===== src/rtl/clock_div_multi.sv =====
// Multi-channel programmable clock divider: CHANNELS divided clocks plus rising-edge ticks from clksrc.
// Optional CLOCK_DIV_SYNC_EN adds sync_in, which forces every running channel to wrap on the same edge.
module clock_div_multi #(
    parameter int CHANNELS    = 4,
    parameter int DIV_W       = 16,
    parameter int FREQ_INPUT  = 500_000,
    parameter int FREQ_OUTPUT = 100_000,
    localparam int CH_W       = (CHANNELS > 1) ? $clog2(CHANNELS) : 1
) (
    input  logic                clksrc,
    input  logic                rstn,
`ifdef CLOCK_DIV_SYNC_EN
    input  logic                sync_in,
`endif
    input  logic [CHANNELS-1:0] en,
    input  logic                cfg_wr,
    input  logic [CH_W-1:0]     cfg_ch,
    input  logic [DIV_W-1:0]    cfg_div,
    output logic                cfg_err,
    output logic [CHANNELS-1:0] cfg_pend,
    output logic [CHANNELS-1:0] clkout,
    output logic [CHANNELS-1:0] tick
);

    localparam int DEFAULT_DIV = FREQ_INPUT / FREQ_OUTPUT;
    localparam logic [DIV_W-1:0] DEF_DIV = DIV_W'(DEFAULT_DIV);
    localparam logic [DIV_W-1:0] ONE = DIV_W'(1);
    localparam logic [CH_W:0] CH_LIMIT = (CH_W+1)'(CHANNELS);

    if (CHANNELS < 1 || CHANNELS > 16) begin : g_bad_channels
        $error("clock_div_multi: CHANNELS must be within 1..16");
    end
    if (DEFAULT_DIV < 1 || DEFAULT_DIV > (2**DIV_W) - 1) begin : g_bad_default
        $error("clock_div_multi: FREQ_INPUT/FREQ_OUTPUT does not fit 1..2^DIV_W-1");
    end

    logic wr_ok;
    logic sync_go;

    assign wr_ok = cfg_wr && (cfg_div != '0) && ({1'b0, cfg_ch} < CH_LIMIT);

`ifdef CLOCK_DIV_SYNC_EN
    assign sync_go = sync_in;
`else
    assign sync_go = 1'b0;
`endif

    always_ff @(posedge clksrc or negedge rstn) begin
        if (!rstn) begin
            cfg_err <= 1'b0;
        end else begin
            cfg_err <= cfg_wr && !wr_ok;
        end
    end

    for (genvar i = 0; i < CHANNELS; i++) begin : g_ch
        logic [DIV_W-1:0] div_act;
        logic [DIV_W-1:0] div_pend;
        logic             pend;
        logic [DIV_W-1:0] cnt;
        logic [DIV_W-1:0] cnt_nx;
        logic [DIV_W-1:0] high;
        logic             clk_q;
        logic             tick_q;
        logic             wrap;
        logic             wr_hit;

        assign cnt_nx = cnt + ONE;
        assign high   = div_act - (div_act >> 1);
        assign wrap   = (cnt == div_act - ONE);
        assign wr_hit = wr_ok && (cfg_ch == CH_W'(i));

        // The write capture comes last so a write on a wrap or idle-apply edge
        // survives into div_pend while the apply itself uses the old values.
        always_ff @(posedge clksrc or negedge rstn) begin
            if (!rstn) begin
                div_act  <= DEF_DIV;
                div_pend <= DEF_DIV;
                pend     <= 1'b0;
                cnt      <= DEF_DIV - ONE;
                clk_q    <= 1'b0;
                tick_q   <= 1'b0;
            end else begin
                if (!en[i]) begin
                    clk_q  <= 1'b0;
                    tick_q <= 1'b0;
                    if (pend) begin
                        div_act <= div_pend;
                        cnt     <= div_pend - ONE;
                        pend    <= 1'b0;
                    end else begin
                        cnt <= div_act - ONE;
                    end
                end else if (wrap || sync_go) begin
                    if (pend) begin
                        div_act <= div_pend;
                        pend    <= 1'b0;
                    end
                    cnt    <= '0;
                    clk_q  <= 1'b1;
                    tick_q <= 1'b1;
                end else begin
                    cnt    <= cnt_nx;
                    clk_q  <= (cnt_nx < high);
                    tick_q <= 1'b0;
                end
                if (wr_hit) begin
                    div_pend <= cfg_div;
                    pend     <= 1'b1;
                end
            end
        end

        assign clkout[i]   = clk_q;
        assign tick[i]     = tick_q;
        assign cfg_pend[i] = pend;
    end

endmodule


===== config.mk =====
export PLATFORM = sky130hd
export DESIGN_NAME = clock_div_multi
export DESIGN_NICKNAME = d
export VERILOG_FILES = /design/src/rtl/clock_div_multi.sv
export SDC_FILE = /design/constraint.sdc
export NUM_CORES = 1
export LEC_CHECK = 0
export CAP_MARGIN = 40
export CORE_MARGIN = 2
export CORE_UTILIZATION = 54
export CTS_CLUSTER_SIZE = 16
export DETAILED_ROUTE_END_ITERATION = 6
export GPL_TIMING_DRIVEN = 0
export PLACE_DENSITY = 0.7
export REMOVE_ABC_BUFFERS = 1
export SLEW_MARGIN = 20
export SYNTH_ARGS = -nofsm -noshare
export SYNTH_HDL_FRONTEND = slang
export SYNTH_SLANG_ARGS = --single-unit

===== constraint.sdc =====
create_clock -name clksrc -period 9.85 [get_ports clksrc]
set_input_delay 0.985 -clock clksrc [delete_from_list [all_inputs] [get_ports clksrc]]
set_output_delay 0.985 -clock clksrc [all_outputs]
set_load 0.02 [all_outputs]

---- Word level (Yosys, flattened, before mapping) ----
Cells that the tools add are included.
word-level totals
  logic and storage cells ................. 121
  output and inout bits ................... 13
  register bits after elaboration ......... 205
  bits of input ports ..................... 25
operators by class
  equality and inequality tests ........... 15
  reductions and logical operators ........ 9
  order comparisons ....................... 4
  add/sub/neg operators ................... 16
  multiplexer cells ....................... 52
operators with widths
  operator                 number
  $mux W16                 24
  $sub A16 B1 Y16 const B  8
  $add A16 B1 Y16 const B  4
  $eq A16 B16 Y1           4
  $lt A16 B16 Y1           4
  $sub A16 B15 Y16         4
  $mux W1                  28
  $reduce_bool A16 Y1      1
  $ne A3 B1 Y1 const B     4
  $ne A2 B1 Y1 const B     4
  $logic_and A1 B1 Y1      6
  $eq A2 B2 Y1 const B     2
  $eq A2 B1 Y1 const B     1
  $logic_not A2 Y1         1
  $logic_not A1 Y1         1

---- Depth between registers and ports, before layout ----
Gate-level depths: netlist of the first run.
  depth after elaboration ................. 5
  depth in mapped cells ................... 17
  depth with buffers taken out ............ 17

---- Worst setup path before layout of the first run ----
No wires, ideal clock.
  kind .................................... reg2reg
  from .................................... register g_ch[3].div_act[0]
  to ...................................... register g_ch[3].clk_q
  setup slack ............................. 6.314 ns
  required time ........................... 9.772 ns
  stages on the path, launching flop included .. 17
  setup time .............................. 0.078 ns
  path buffers ............................ 0
  arrival ................................. 3.458 ns
  path through ............................ dfstp_2 > inv_1 > ha_1 > inv_1 > fa_1 > a21oi_1 > o21ba_2 > o21ba_2 > o311ai_0 > a21oi_1 > o311ai_0 > ha_1 > a21o_1 > a21oi_1 > o21ai_0 > a21o_1 > a21oi_1
on the way
  word-level cells in the longest chain between the ends .. 4
ends and longest elaborated chain
  element                                                     line     RTL
  start, declared                                             57       logic [DIV_W-1:0] div_act;
  start signal, assigned                                      88       div_act <= div_pend;
  start signal, assigned                                      96       div_act <= div_pend;
  $sub A16 B15 Y16 / $sub A16 B1 Y16 (equally long branches)  69, 70
  $lt A16 B16 Y1 / $eq A16 B16 Y1 (equally long branches)     104, 70
  $mux W1 (*)                                                 94       end else if (wrap || sync_go) begin
  $mux W1 (*)                                                 84       if (!en[i]) begin
  end signal, assigned                                        104      clk_q <= (cnt_nx < high);
  end, declared                                               63       logic clk_q;
Every way passes the cells marked *; elsewhere a longest branch is shown, timed or not.
A chain may end at the register's enable or synchronous reset.

---- Final worst setup path of the first run ----
  from .................................... register g_ch[0].div_act[4]
  to ...................................... register g_ch[0].clk_q
on the way
  word-level cells in the longest chain between the ends .. 4
ends and longest elaborated chain
  element                                                     line
  start, declared                                             57
  start signal, assigned                                      88
  start signal, assigned                                      96
  $sub A16 B15 Y16 / $sub A16 B1 Y16 (equally long branches)  69, 70
  $lt A16 B16 Y1 / $eq A16 B16 Y1 (equally long branches)     104, 70
  $mux W1 (*)                                                 94
  $mux W1 (*)                                                 84
  end signal, assigned                                        104
  end, declared                                               63
Marks and branches as above.

==> qor.csv, run 1 <==
stage,metric,value,unit
routing,DRC viols,0,
clocking,CTS sink cnt,205,
floorplan,I/O pins,38,
synth,Yosys Warn Count,0,
worst_setup_path,Reg2Reg Depth,14,
power_and_ir_drop,Pwr Total,0.00636,W
synth,Post-Syn Area,18200,µm²
clocking,post-CTS setup buffer count,0,
routing,M1 WL,20400,µm
sta,Fin. Hold Viols,0,
power_and_ir_drop,clock network power share,0.142,
power_and_ir_drop,combinational fraction of design power,0.616,
worst_setup_path,CP Capture Type,register,
floorplan,die area,35200,µm²
floorplan,die width,188,µm
worst_setup_path,Worst EP arrival,4.56,ns
sta,Final period util,0.420,
placement,I/O Buffers,37,
outcome,status,"finished, final reports clean",
clocking,Post-CTS Hold Fix Bufs,0,
sta,Worst-Margin Slew,0.885,ns
worst_setup_path,critical path class,register to register,
sta,Slew headroom,0.395,
synth,Yosys reg bits,205,
routing,Pre-Repair DR Iteration Count,6,
routing,DR iter-0 viols,877,
routing,Vias/cell,5.97,
floorplan,initial core utilization,0.545,
routing,Antenna Nets Post-Route,0,
power_and_ir_drop,Flop pwr share,0.242,
layout,area delta synth->final,9.03,%
clocking,"Reg clk slew, reported paths",0.07,ns
sta,final worst path period need,4.14,ns
global_route,first-pass GRT wire length,74500,µm
routing,vias post-DR,14600,
placement,GPL Wtd Cong,0.901,
worst_setup_path,worst path required time,10.27,ns
worst_setup_path,Reg2Reg Setup Slack,5.71,ns
worst_setup_path,CP startpoint kind,register,
flow_run,Max Cap Viol,0,
global_route,GRT overflow,0,
worst_setup_path,crit path from,g_ch[0].div_act[4],
power_and_ir_drop,PwrDens,320,nW/µm²
floorplan,Core Box Area,33400,µm²
global_route,initial antenna violation count,0,
routing,routed wire length,45100,µm
layout,diode count,0,
sta,Final Setup Violations,0,
power_and_ir_drop,maximum VDD drop,0.207,mV
power_and_ir_drop,leak pwr,8.60,nW
synth,Yosys cell types,81,
sta,RSZ-0062 raised after global routing,false,
floorplan,row cnt,67,
layout,most frequent cells in the layout,"ha_1 (192), dfrtp_1 (184), xnor2_1 (182)",
layout,"Core Util, Final",0.594,
clocking,"Clk Latency, worst-skew pair",0.54,ns
global_route,largest net degree at the start of global routing,99,
synth,syn avg cell area,9.20,µm²
layout,Final #Nets,2204,
worst_setup_path,FF-to-FF End,g_ch[0].clk_q,
placement,placed wire-length estimate,34400,µm
floorplan,Die Span Y,188,µm
worst_hold_path,Worst Hold Class,primary input to async pin,
routing,met3 WL post-DR,2070,µm
clocking,clock buffer depth,3,
routing,drt wl/cell,18.4,µm
clocking,CTS resizes,0,
synth,number of synthesized flops with an enable pin,0,
worst_setup_path,CP Max Fanout,7,
worst_setup_path,worst r2r src,g_ch[0].div_act[4],
global_route,GRT Util Overall,0.257,
synth,ys flop type,dfrtp_1,
global_route,vias in the first global route,14600,
synth,post-synthesis sequential area ratio,0.283,
layout,layout cells sized above 1,0.120,
power_and_ir_drop,Int Power,0.00353,W
routing,top routing layer in use,met4,
layout,"most common cell after layout, fill and taps aside",ha_1,
sta,clock skew,0.0196,ns
power_and_ir_drop,Net Sw Frac,0.445,
clocking,htree depth,1,
synth,Mapped Cells,1977,
synth,Synth async-reset ratio,1.00,
power_and_ir_drop,Psw,0.00283,W
clocking,Num CTS Buffers,24,
clocking,CTS tree,done,
sta,fmax,241,MHz
routing,routed wl met2,21000,µm
sta,max-slew violations,0,
clocking,clk root buf,clkbuf_16,
[state kept, by name, indices dropped and copies added, names as in the netlist]
name / flops
g_ch.cnt: 64
g_ch.div_act: 64
g_ch.div_pend: 64
g_ch.clk_q: 4
g_ch.pend: 4
g_ch.tick_q: 4
cfg_err: 1
[synth_stat cells (all sizes together), types with 10 or more instances]
library cell  instances  area (µm²)
nor2b                21         131
a31o                 18         158
o21ai                68         340
nor2                118         443
nand3                60         300
and4                 10        87.6
nor3                 39         195
o211ai               12        90.1
a21oi                81         405
mux2i                13         130
and3                 18         113
buf                  19         151
nor3b                12        90.1
o31ai                12        90.1
xnor2               182        1590
nand2               146         548
a21o                 21         158
nand2b               24         150
and2                 19         119
o22ai                43         269
ha                  192        2400
or3                  12        75.1
dfstp                20         526
dfrtp               185        4630
nand4                43         269
xor2                 53         464
nor4                 29         181
xnor3                22         495
inv                 131         492
clkbuf               59         221
o21ba                13         130
nand3b               16         120
mux2                109        1260
a2111oi              13         114
a211oi               17         128
or4                  10        75.1
[metal layers]
layer  global-route usage  up-vias
li1                     -     7090
met4               0.0918        0
met2                0.431      402
met5                    0        -
met1                0.337     7010
met3               0.0369      111
[final cells by class]
class / count / area (µm²)
Fill cell: 2985 / 13500
Clock buffer: 32 / 692
Multi-Input combinational cell: 1562 / 12200
Inverter: 132 / 495
Timing Repair Buffer: 58 / 636
Sequential cell: 205 / 5160
Tap cell: 448 / 561
Clock inverter: 11 / 105
[worst max-delay path: stages (launching register included)]
cell	delay, ns
dfrtp_1	0.49
inv_1	0.15
ha_1	0.41
nor3_1	0.10
a2111oi_0	0.82
nor3_1	0.19
o41ai_1	0.39
and2_1	0.21
a21oi_1	0.08
xnor2_1	0.14
ha_1	0.29
nand4_1	0.15
nor4_1	0.33
a21oi_1	0.11
o21a_1	0.17
[per-stage QoR]
step / instances / cell area (µm²) / hold slack, ns / TNS [ns] / setup WS, ns
2_1_floorplan: 1899 / 17800 / 0.479 / 0 / 6.31
3_3_place_gp: 2384 / 18700 / 0.494 / -232.64 / -1.29
3_5_place_dp: 2398 / 19000 / 0.517 / 0 / 5.70
4_1_cts: 2441 / 19800 / 0.271 / 0 / 5.67
5_1_grt: 2448 / 19800 / 0.282 / 0 / 5.44
6_report: 2448 / 19800 / 0.278 / 0 / 5.71
[power groups by stage]
| stage | Sequential (W) | Combinational [W] | Clock, W |
|---|---|---|---|
| finish | 0.00154 | 0.00391 | 0.000905 |
| global route | 0.00158 | 0.00443 | 0.000955 |
| CTS | 0.00153 | 0.00390 | 0.000925 |
| detailed placement | 0.00154 | 0.00386 | 0 |
| global placement | 0.00154 | 0.00373 | 0 |
| floorplan | 0.00142 | 0.00306 | 0 |
[worst max path at each step]
stage	to	slack (ns)	depth (start not counted)
2_1_floorplan	g_ch[3].clk_q	6.31	16
3_3_place_gp	g_ch[2].cnt[15]	-1.29	1
3_5_place_dp	g_ch[1].clk_q	5.70	16
4_1_cts	g_ch[1].clk_q	5.67	16
5_1_grt	g_ch[0].clk_q	5.44	14
6_report	g_ch[0].clk_q	5.71	14
[kinds of logic (layout without fill, tap and decap cells)]
logic type / Yosys count / in the layout / share of synthesized area
XOR/XNOR: 257 / 257 / 0.140
AND/OR/NAND/NOR: 606 / 606 / 0.174
flip-flops: 205 / 205 / 0.283
buffers and inverters: 210 / 233 / 0.0477
AO/OA/AOI/OAI: 381 / 381 / 0.141
adder cells (fa/ha/maj): 196 / 196 / 0.136
multiplexers: 122 / 122 / 0.0763
No activity file was read; power rests on OpenSTA's default activity.
==> run 2, diff against run 1 <==
PLACE_DENSITY = 0.72   (was 0.7)
clock period = 3.6 ns   (was 9.85 ns; I/O delays follow)
==> qor.csv, run 2 (synthesized netlist as in run 1, its figures left out) <==
stage,metric,value,unit
sta,Worst-Margin Slew,0.821,ns
power_and_ir_drop,clock network power share,0.145,
power_and_ir_drop,Int Power,0.0105,W
global_route,largest net degree at the start of global routing,98,
floorplan,die width,188,µm
power_and_ir_drop,maximum VDD drop,0.521,mV
global_route,first-pass GRT wire length,75000,µm
worst_setup_path,worst path required time,4.01,ns
power_and_ir_drop,Pwr Total,0.0189,W
layout,Largest regs,"g_ch.cnt x64, g_ch.div_act x64, g_ch.div_pend x64",
layout,area delta synth->final,13.8,%
sta,RSZ-0062 raised after global routing,true,
layout,most frequent cells in the layout,"xnor2_1 (182), ha_1 (175), dfrtp_1 (170)",
clocking,htree depth,1,
clocking,clk root buf,clkbuf_16,
placement,placed wire-length estimate,34200,µm
sta,final worst path period need,3.54,ns
routing,vias post-DR,14900,
clocking,"Reg clk slew, reported paths",0.06,ns
clocking,clock buffer depth,3,
layout,"most common cell after layout, fill and taps aside",xnor2_1,
global_route,GRT overflow,0,
sta,fmax,283,MHz
worst_setup_path,CP startpoint kind,register,
floorplan,I/O pins,38,
clocking,CTS tree,done,
sta,max-slew violations,0,
floorplan,Die Span Y,188,µm
routing,Vias/cell,6.00,
sta,Slew headroom,0.449,
power_and_ir_drop,combinational fraction of design power,0.633,
sta,Final Setup Violations,0,
clocking,Num CTS Buffers,25,
layout,fin area,20700,µm²
routing,DRC viols,0,
global_route,GRT Util Overall,0.258,
worst_setup_path,critical path class,register to register,
worst_hold_path,Worst Hold Class,primary input to async pin,
global_route,vias in the first global route,14700,
placement,Area after DPL,19000,µm²
sta,WHS,0.297,ns
floorplan,row cnt,67,
layout,diode count,0,
layout,layout filler cell count,2849,
clocking,CTS sink cnt,205,
power_and_ir_drop,Psw,0.00838,W
routing,routed wire length,46700,µm
routing,drt wl/cell,18.8,µm
power_and_ir_drop,PwrDens,914,nW/µm²
routing,DR iter-0 viols,861,
floorplan,Core Box Area,33400,µm²
routing,Pre-Repair DR Iteration Count,6,
power_and_ir_drop,Flop pwr share,0.222,
sta,Final period util,0.983,
power_and_ir_drop,leak pwr,8.84,nW
floorplan,die area,35200,µm²
routing,Antenna Nets Post-Route,0,
flow_run,Max Cap Viol,0,
sta,setup tns final,0,ns
floorplan,initial core utilization,0.545,
worst_setup_path,Worst EP arrival,3.95,ns
outcome,status,"finished, final reports clean",
layout,Final #Nets,2234,
layout,Non-Filler Instances,2478,
sta,clock skew,0.00947,ns
placement,Placed Cells incl. Taps,2396,
power_and_ir_drop,Net Sw Frac,0.443,
clocking,"Clk Latency, worst-skew pair",0.53,ns
global_route,initial antenna violation count,0,
placement,I/O Buffers,37,
worst_setup_path,CP Capture Type,register,
layout,layout cells sized above 1,0.183,
sta,Fin. Hold Viols,0,
placement,GPL Wtd Cong,0.938,
worst_setup_path,CP Max Fanout,4,
## run 2: changes by cell type in the layout (fill, tap and decap cells not counted), sizes merged, moves of 2 or more
cell      before  now
bufinv         1    4
buf           20   50
inv          134  130
clkinv         7    5
clkinvlp       1    3
## run 2: worst paths after layout
check | from | endpoint | slack, ns | depth (start not counted)
setup / recovery | g_ch[2].div_act[0] | g_ch[2].clk_q | 0.06 | 15
hold / removal | rstn | g_ch[0].cnt[1] | 0.30 | 2
setup reg to reg | g_ch[2].div_act[0] | g_ch[2].clk_q | 0.06 | 15
hold reg to reg | g_ch[1].div_act[15] | g_ch[1].div_act[15] | 0.51 | 1
max in group asynchronous | rstn | g_ch[2].pend | 2.44 | 3
min in group clksrc | en[1] | g_ch[1].clk_q | 0.37 | 2
## run 2: critical path, stage by stage, from the launching register on
cell and delay [ns]:
dfstp_2 0.54, inv_1 0.08, ha_2 0.21, inv_1 0.07
fa_2 0.21, a21oi_1 0.07, o21ba_2 0.22, o21ba_2 0.23
o311ai_4 0.37, a211o_1 0.22, o311ai_2 0.11, ha_1 0.33
nand4_1 0.15, nor4_1 0.32, a21oi_1 0.12, o21a_1 0.17
## run 2: per-stage QoR
step | utilization | setup WS (ns)
detailed placement | 0.568 | -0.685
CTS | 0.601 | -0.181
finish | 0.620 | 0.0621
global route | 0.620 | -0.0751
global placement | 0.562 | -6.76
floorplan | - | 0.0640
## run 2: area by class of cell
class | instances | area (µm²) | area share
Clock buffer | 34 | 729 | 0.0352
Clock inverter | 10 | 160 | 0.00774
Inverter | 132 | 505 | 0.0244
Multi-Input combinational cell | 1562 | 12700 | 0.613
Sequential cell | 205 | 5170 | 0.250
Tap cell | 448 | 561 | 0.0271
Timing Repair Buffer | 87 | 883 | 0.0427
## run 2: power groups by stage
| stage | Clock [W] | Combinational, W | Sequential [W] |
|---|---|---|---|
| global placement | 0 | 0.0102 | 0.00420 |
| floorplan | 0 | 0.00838 | 0.00389 |
| CTS | 0.00278 | 0.0110 | 0.00419 |
| detailed placement | 0 | 0.0106 | 0.00422 |
| finish | 0.00274 | 0.0120 | 0.00420 |
| global route | 0.00287 | 0.0133 | 0.00431 |
## run 2: repair_timing
action	4_1_cts	5_1_grt
pin swaps	3	37
buffers inserted	1	29
hold endpoints to repair	38	0
setup endpoints to repair	58	49
hold buffers	1	0
resized for setup	39	98
## run 2: layer usage
metal	track usage	vias to the layer above	part of all wire
met2	0.441	418	0.48
met4	0.0833	0	0.033
met5	0	-	0
met3	0.0341	99	0.051
met1	0.340	7191	0.44
li1	-	7170	-
==> run 3, diff against run 2 <==
CORE_UTILIZATION = 50   (was 54)
PLACE_DENSITY = 0.68   (was 0.72)
==> qor.csv, run 3 (synthesized netlist as in run 1, its figures left out) <==
stage,metric,value,unit
worst_setup_path,crit path from,g_ch[0].div_act[3],
layout,layout cells sized above 1,0.182,
worst_setup_path,Reg2Reg Setup Slack,0.1,ns
routing,routed wire length,47600,µm
clocking,clock buffer depth,3,
routing,Antenna Nets Post-Route,0,
clocking,clk root buf,clkbuf_16,
routing,drt wl/cell,19.1,µm
sta,Fin. Hold Viols,0,
worst_setup_path,CP Max Fanout,9,
clocking,"Clk Latency, worst-skew pair",0.56,ns
placement,dpl ws,-0.548,ns
layout,Largest regs,"g_ch.cnt x64, g_ch.div_act x64, g_ch.div_pend x64",
clocking,"Reg clk slew, reported paths",0.06,ns
floorplan,die area,37900,µm²
layout,area delta synth->final,13.2,%
power_and_ir_drop,maximum VDD drop,0.474,mV
layout,layout filler cell count,3130,
worst_setup_path,slowest stage cell on the critical path,or4_4,
floorplan,Die Span Y,195,µm
worst_setup_path,Crit path largest cell delay,0.57,ns
sta,max-slew violations,0,
sta,fmax,286,MHz
floorplan,initial core utilization,0.510,
routing,Vias/cell,5.98,
routing,DR iter-0 viols,1003,
worst_setup_path,worst r2r src,g_ch[0].div_act[3],
sta,Final Setup Violations,0,
sta,Slew headroom,0.435,
placement,GPL Wtd Cong,0.898,
layout,fin area,20600,µm²
placement,placed wire-length estimate,35300,µm
worst_setup_path,Worst EP arrival,3.92,ns
sta,WHS,0.336,ns
clocking,htree depth,1,
routing,vias post-DR,14900,
worst_setup_path,CP Capture Type,register,
flow_run,Max Cap Viol,0,
sta,Final period util,0.972,
clocking,CTS tree,done,
floorplan,die width,195,µm
routing,Pre-Repair DR Iteration Count,6,
global_route,GRT overflow,0,
global_route,vias in the first global route,14700,
worst_setup_path,Reg2Reg Depth,9,
global_route,initial antenna violation count,0,
clocking,Num CTS Buffers,24,
global_route,largest net degree at the start of global routing,82,
sta,clock skew,0.0379,ns
power_and_ir_drop,Pwr Total,0.0185,W
sta,final worst path period need,3.50,ns
clocking,CTS sink cnt,205,
placement,Area after DPL,19000,µm²
global_route,first-pass GRT wire length,76100,µm
global_route,GRT Util Overall,0.245,
layout,diode count,0,
layout,most frequent cells in the layout,"xnor2_1 (181), ha_1 (175), dfrtp_1 (170)",
floorplan,row cnt,69,
worst_hold_path,Worst Hold Class,primary input to async pin,
outcome,status,"finished, final reports clean",
worst_setup_path,critical path class,register to register,
worst_setup_path,CP startpoint kind,register,
sta,Worst-Margin Slew,0.845,ns
routing,DRC viols,0,
power_and_ir_drop,leak pwr,8.79,nW
layout,"most common cell after layout, fill and taps aside",xnor2_1,
floorplan,I/O pins,38,
layout,"Core Util, Final",0.577,
sta,final worst slack,0.0999,ns
power_and_ir_drop,PwrDens,900,nW/µm²
worst_setup_path,worst path required time,4.02,ns
worst_setup_path,crit-path cells,inv_1 -> ha_1 -> nand4b_4 -> o211ai_1 -> nand4_1 -> or4_1 -> or4_4 -> a21bo_2 -> mux2_2,
placement,I/O Buffers,37,
worst_setup_path,FF-to-FF End,g_ch[0].div_act[6],
floorplan,Core Box Area,35700,µm²
layout,Final #Nets,2238,
-- run 3: cell count changes in the layout (fill, tap and decap cells not counted), sizes merged, moves of 3 or more --
cell and delta:
clkinv +5, buf +3, inv +4, bufinv -4, clkbuf -3
-- run 3: worst max-delay path by stage --
stage	slack, ns	depth (start not counted)	end
2_1_floorplan	0.06	16	g_ch[3].clk_q
3_3_place_gp	-6.90	1	g_ch[2].cnt[12]
4_1_cts	-0.0002	16	g_ch[1].clk_q
6_report	0.1	9	g_ch[0].div_act[6]
5_1_grt	-0.07	16	g_ch[2].clk_q
3_5_place_dp	-0.55	16	g_ch[1].clk_q
-- run 3: layout make-up --
class / count / area (µm²) / area share
clock inverters: 14 / 105 / 0.00511
flip-flops and latches: 205 / 5170 / 0.251
multi-input cells: 1563 / 12700 / 0.617
clock buffers: 30 / 633 / 0.0308
inverters: 132 / 495 / 0.0241
repair buffers: 91 / 891 / 0.0433
well taps: 461 / 577 / 0.0280
-- run 3: repair_timing --
action / 4_1_cts / 5_1_grt
buffers inserted: 6 / 28
hold endpoints to repair: 54 / 0
gates cloned: 0 / 1
hold buffers: 1 / 0
gates resized for setup: 35 / 94
setup endpoints to repair: 48 / 57
pin swaps: 8 / 21
-- run 3: report_power, final --
| part | leakage, nW | switching [W] | total, W | internal, W |
|---|---|---|---|---|
| Sequential | 2.45 | 0.00114 | 0.00420 | 0.00307 |
| Combinational | 5.98 | 0.00618 | 0.0120 | 0.00579 |
| Clock | 0.361 | 0.00107 | 0.00234 | 0.00127 |
| Total | 8.79 | 0.00839 | 0.0185 | 0.0101 |
-- run 3: metrics by stage --
step,setup TNS [ns],instances
after floorplan,0,1899
after global placement,-1392.62,2397
after detailed placement,-9.84,2411
after CTS,-0.000210,2462
after global routing,-0.225,2496
final,0,2496
-- run 3: worst max-delay path: cells and delay by family, from the launching register on --
kind | cells | cell delay, ns
and+or+nand+nor | 4 | 1.46
AOI/OAI and AO/OA | 2 | 0.69
DFF | 1 | 0.44
muxes | 1 | 0.30
adders and majority gates | 1 | 0.28
buffers and inverters | 1 | 0.21
-- run 3: layer usage --
layer  GRT usage  vias up  routed length (µm)
met5           0        -                   0
met3      0.0415      100                2550
met4      0.0749        0                1400
met1       0.320     7239               20800
li1            -     7163                   -
met2       0.415      419               22800
